**config.mk**
```make
export PLATFORM = sky130hd
export DESIGN_NAME = dram_access_ctrl
export DESIGN_NICKNAME = d
export VERILOG_FILES = /design/src/rtl/dram_access_ctrl.sv
export SDC_FILE = /design/constraint.sdc
export NUM_CORES = 1
export LEC_CHECK = 0
export ABC_AREA = 0
export ABC_CLOCK_PERIOD_IN_PS = 2900
export BUFFER_PORTS_ARGS = -buffer_cell sky130_fd_sc_hd__buf_2
export CORE_ASPECT_RATIO = 1.1
export CORE_MARGIN = 8
export CORE_UTILIZATION = 40
export CTS_BUF_LIST = sky130_fd_sc_hd__clkbuf_4 sky130_fd_sc_hd__clkbuf_8
export DETAILED_ROUTE_END_ITERATION = 10
export PLACE_DENSITY = 0.67
export SYNTH_ARGS = -nofsm -noshare
export SYNTH_HDL_FRONTEND = slang
export SYNTH_SLANG_ARGS = --single-unit
```
**constraint.sdc**
```tcl
create_clock -name clk -period 2.9 [get_ports clk]
set_input_delay 0.87 -clock clk [delete_from_list [all_inputs] [get_ports clk]]
set_output_delay 0.87 -clock clk [all_outputs]
set_load 0.02 [all_outputs]
```
**src/rtl/dram_access_ctrl.sv**
```systemverilog
// Splits one CPU byte/half/word load or store into single-byte DRAM beats, little-endian,
// with alignment checking, load extension and a one-cycle response pulse.
module dram_access_ctrl #(
  parameter int ADDR_WIDTH = 32,
  parameter int WORD_WIDTH = 32
) (
  input  logic                  clk,
  input  logic                  rst_n,
  input  logic                  req_valid,
  output logic                  req_ready,
  input  logic                  req_we,
  input  logic [1:0]            req_size,
  input  logic                  req_signed,
  input  logic [ADDR_WIDTH-1:0] req_addr,
  input  logic [WORD_WIDTH-1:0] req_wdata,
  output logic                  resp_valid,
  output logic [WORD_WIDTH-1:0] resp_rdata,
  output logic                  resp_err,
  output logic [ADDR_WIDTH-1:0] mem_addr,
  output logic [7:0]            mem_wdata,
  output logic                  mem_we,
  input  logic [7:0]            mem_rdata
);

  typedef enum logic [1:0] {IDLE, XFER, DONE} state_t;

  state_t                state_q, state_d;
  logic [1:0]            beat_q, beat_d;
  logic [1:0]            size_q, size_d;
  logic                  we_q, we_d;
  logic                  sgn_q, sgn_d;
  logic                  err_q, err_d;
  logic [ADDR_WIDTH-1:0] base_q, base_d;
  logic [WORD_WIDTH-1:0] data_q, data_d;
  logic [ADDR_WIDTH-1:0] mem_addr_q, mem_addr_d;
  logic [7:0]            mem_wdata_q, mem_wdata_d;
  logic                  mem_we_q, mem_we_d;
  logic                  resp_valid_q, resp_valid_d;
  logic                  resp_err_q, resp_err_d;
  logic [WORD_WIDTH-1:0] resp_rdata_q, resp_rdata_d;

  logic                  req_bad;
  logic [1:0]            last_beat;
  logic [1:0]            next_beat;
  logic [WORD_WIDTH-1:0] load_ext;

  always_comb begin
    req_bad = (req_size == 2'b11) ||
              ((req_size == 2'b01) && req_addr[0]) ||
              ((req_size == 2'b10) && (req_addr[1:0] != 2'b00));
  end

  always_comb begin
    case (size_q)
      2'b00:   last_beat = 2'd0;
      2'b01:   last_beat = 2'd1;
      default: last_beat = 2'd3;
    endcase
  end

  assign next_beat = beat_q + 2'd1;

  always_comb begin
    case (size_q)
      2'b00:   load_ext = {{(WORD_WIDTH-8){sgn_q & data_q[7]}}, data_q[7:0]};
      2'b01:   load_ext = {{(WORD_WIDTH-16){sgn_q & data_q[15]}}, data_q[15:0]};
      default: load_ext = data_q;
    endcase
  end

  always_comb begin
    state_d      = state_q;
    beat_d       = beat_q;
    size_d       = size_q;
    we_d         = we_q;
    sgn_d        = sgn_q;
    err_d        = err_q;
    base_d       = base_q;
    data_d       = data_q;
    mem_addr_d   = mem_addr_q;
    mem_wdata_d  = mem_wdata_q;
    mem_we_d     = mem_we_q;
    resp_valid_d = 1'b0;
    resp_err_d   = 1'b0;
    resp_rdata_d = '0;

    case (state_q)
      IDLE: begin
        if (req_valid) begin
          base_d = req_addr;
          we_d   = req_we;
          size_d = req_size;
          sgn_d  = req_signed;
          data_d = req_wdata;
          beat_d = 2'd0;
          if (req_bad) begin
            err_d    = 1'b1;
            mem_we_d = 1'b0;
            state_d  = DONE;
          end else begin
            err_d       = 1'b0;
            mem_addr_d  = req_addr;
            mem_we_d    = req_we;
            mem_wdata_d = req_wdata[7:0];
            state_d     = XFER;
          end
        end
      end
      XFER: begin
        // Loads capture the byte presented during this beat as the beat closes.
        if (!we_q) begin
          data_d[{beat_q, 3'b000} +: 8] = mem_rdata;
        end
        if (beat_q == last_beat) begin
          mem_we_d = 1'b0;
          state_d  = DONE;
        end else begin
          beat_d      = next_beat;
          mem_addr_d  = base_q + ADDR_WIDTH'(next_beat);
          mem_wdata_d = data_q[{next_beat, 3'b000} +: 8];
        end
      end
      DONE: begin
        resp_valid_d = 1'b1;
        resp_err_d   = err_q;
        resp_rdata_d = (err_q || we_q) ? '0 : load_ext;
        state_d      = IDLE;
      end
      default: state_d = IDLE;
    endcase
  end

  always_ff @(posedge clk or negedge rst_n) begin
    if (!rst_n) begin
      state_q      <= IDLE;
      beat_q       <= '0;
      size_q       <= '0;
      we_q         <= 1'b0;
      sgn_q        <= 1'b0;
      err_q        <= 1'b0;
      base_q       <= '0;
      data_q       <= '0;
      mem_addr_q   <= '0;
      mem_wdata_q  <= '0;
      mem_we_q     <= 1'b0;
      resp_valid_q <= 1'b0;
      resp_err_q   <= 1'b0;
      resp_rdata_q <= '0;
    end else begin
      state_q      <= state_d;
      beat_q       <= beat_d;
      size_q       <= size_d;
      we_q         <= we_d;
      sgn_q        <= sgn_d;
      err_q        <= err_d;
      base_q       <= base_d;
      data_q       <= data_d;
      mem_addr_q   <= mem_addr_d;
      mem_wdata_q  <= mem_wdata_d;
      mem_we_q     <= mem_we_d;
      resp_valid_q <= resp_valid_d;
      resp_err_q   <= resp_err_d;
      resp_rdata_q <= resp_rdata_d;
    end
  end

  assign req_ready  = (state_q == IDLE);
  assign resp_valid = resp_valid_q;
  assign resp_rdata = resp_rdata_q;
  assign resp_err   = resp_err_q;
  assign mem_addr   = mem_addr_q;
  assign mem_wdata  = mem_wdata_q;
  assign mem_we     = mem_we_q;

endmodule

```
==> reports/summary.txt <==
Slew HR = 37.3%
Number of global-route vias before repair = 6320
CTS root buf = clkbuf_8
Post-route cell area = 8600 sq um
Leakage = 4.12 nW
Routed WL = 21800 um
Final-report setup violation count = 0
Critical path arrival = 3030 ps
Final Critical Period = 2680 ps
Area Overhead vs Synth = 20.3%
DIE HEIGHT = 156 um
Fillers = 1699
Clk sinks = 148
Fraction of layout cells with a size suffix above 1 = 25.4%
Post-synth top area cell = dfrtp_1
Initial core utilization = 40.6%
Maximum vdd ir drop = 0.000614 V
CP Capture Type = register
Cell count after synthesis = 764
Initial DRT Pass Iterations = 7
Post-CTS Setup Repair Bufs = 0
# Max-Cap Violations = 0
Worst-case clock buffer depth = 2
Fin crit share = 92.3%
Critical Path Start = beat_q[1]
DRC Markers = 0
Crit path cell chain = inv_1 > ha_1 > fa_1 > nand4_1 > or4_1 > o21a_1 > o21ai_0 > a2bb2oi_1
Outcome = complete, no violations
Final-stage net count = 997
CTS Hold Buffers Added = 0
Sequential cell area = 3700 sq um
# resized after CTS = 0
Detailed-route wire length per cell = 18.7 um
Setup TNS = 0 ps
Final Max Tran Viols = 0
Pre-CTS setup slack = 249 ps
Pwr/cell area = 1140 nW/um^2
F_max = 0.374 GHz
Worst Tran Pin Value = 935 ps
Setup Skew = 12.3 ps
Die area = 22400 sq um
RD Place Congestion = 0.884
RSZ-0062 raised after global routing = false
Clk slew on worst S/H paths = 90 ps
Antenna cells = 0
Antenna violation net count after detailed routing = 0
Cell variety after synth = 61
Core ar. = 17600 sq um
Synth Net Count = 850
Register bit total from synthesis = 148
Number of synthesized flops with an enable pin = 0
DRT iter0 DRCs = 513
Post-Syn Area = 7150 sq um
WP data required = 3260 ps
GRT Residual Overflow = 0
Worst Hold Class = in -> async
Critical path class = reg -> reg
Num CTS Buffers = 17
CP Launch Type = register
H-tree depth = 4
RR Startpoint = beat_q[1]
Overall routing resource usage = 19.8%
Dpl cells = 1130
Multi-input gate area = 3140 sq um
Slowest Stage Delay on Critical Path = 610 ps
Initial antenna violation count = 0
Largest net degree at the start of global routing = 64
Share of the synthesized area in the top cell type = 51.8%
Syn avg cell area = 9.35 sq um
RR Endpoint = mem_addr[20]
Synth async-reset ratio = 100%
First-pass GRT wire length = 34400 um
Ports = 155
Top FF cell, synth = dfrtp_1
Worst-path fanout max = 7
Final worst slack = 223 ps
Post-DP HPWL = 15400 um
CP max-delay cell = or4_1
YS warnings = 0
Via density = 5.43
Die Wd = 143 um
Most frequent cells after synthesis = nand2_1, dfrtp_1, o21ai_0, a21oi_1, clkbuf_1
Worst R2R Path Depth = 8
Rows = 51
Clock Latency Late Sink = 470 ps
Final hold vios = 0
R2r setup slk = 220 ps
CTS tree = built
Post-synthesis sequential area ratio = 51.8%
Largest cells by area after synthesis = dfrtp_1, nand2_1, o21ai_0
Most numerous cell in the Yosys netlist = nand2_1
IO Port Bufs = 154
Routed vias = 6307
Placed cell areas = 8230 sq um
Worst Setup EP = mem_addr[20]
Final std cells w/o fill = 1162
[final cells by class]
type / count / share of cell area [%]
sequential: 148 / 43.1
inverter: 24 / 1.08
clock buffer: 17 / 2.72
multi-input combinational: 541 / 36.5
tap: 238 / 3.46
timing repair buffer: 179 / 11.5
clock inverter: 15 / 1.63
[stage by stage]
stage	hold slack, ps	util (%)	total power, mW
global route	405	48.8	10.5
floorplan	450	-	6.70
global placement	478	46.7	8.15
detailed placement	472	46.7	8.26
finish	382	48.8	9.76
CTS	385	48.8	9.83
[layer usage]
layer / vias up / GRT usage [%] / routed length, um
met3: 34 / 4.71 / 1820
li1: 2994 / - / -
met4: 0 / 7.22 / 452
met2: 256 / 32.0 / 10300
met1: 3023 / 25.2 / 9200
met5: - / 0 / 0
[state kept, by name, indices dropped and copies added (netlist names), 2 cells and up]
signal / cells
base_q: 32
data_q: 32
mem_addr: 32
resp_rdata: 32
mem_wdata: 8
beat_q: 2
size_q: 2
state_q: 2
[cell usage in the layout (no fill, tap or decap), drive strengths merged, types with 3 or more instances in the layout]
| cell type | count |
|---|---|
| nand4 | 12 |
| and2 | 10 |
| clkinvlp | 3 |
| and4 | 3 |
| nor2b | 3 |
| buf | 179 |
| clkinv | 3 |
| nor4 | 10 |
| a221oi | 24 |
| a21oi | 51 |
| o221ai | 7 |
| ha | 6 |
| nand2b | 3 |
| mux2 | 14 |
| inv | 33 |
| dfrtp | 148 |
| clkbuf | 17 |
| and3 | 5 |
| xor2 | 9 |
| nand2 | 162 |
| nor2 | 28 |
| o21ai | 86 |
| nand3 | 15 |
| xnor2 | 12 |
| a211oi | 4 |
| mux2i | 13 |
| nor3 | 18 |
| a22oi | 16 |
[worst min path at each step]
stage / startpoint / end / slack (ps) / cells past startpoint
after CTS: rst_n / base_q[2] / 380 / 1
after global placement: base_q[0] / base_q[0] / 480 / 2
after detailed placement: base_q[0] / base_q[0] / 470 / 2
after global routing: rst_n / resp_rdata[9] / 410 / 1
final: rst_n / base_q[2] / 380 / 1
after floorplan: base_q[0] / base_q[0] / 450 / 2
[report_power, final]
part           leakage, nW  internal, mW  switching (mW)
Clock                0.182         0.629           0.912
Combinational         2.08          1.69            2.91
Sequential            1.86          2.92           0.701
Total                 4.12          5.24            4.52
[worst max-delay path, delay by kind of cell, from the launching register on]
kind | cells | cell delay (ps)
flops | 1 | 430
simple gates | 2 | 910
buf+inv | 1 | 90
compound gates | 3 | 520
fa+ha+maj | 2 | 620
[cell families after synthesis]
kind of cell / synth area share, %
adder cells (fa/ha/maj): 1.33
AO/OA/AOI/OAI: 18.3
AND/OR/NAND/NOR: 17.3
buffers and inverters: 4.27
XOR/XNOR: 2.57
flip-flops: 51.8
multiplexers: 4.39
No activity file was read; power rests on OpenSTA's default activity.
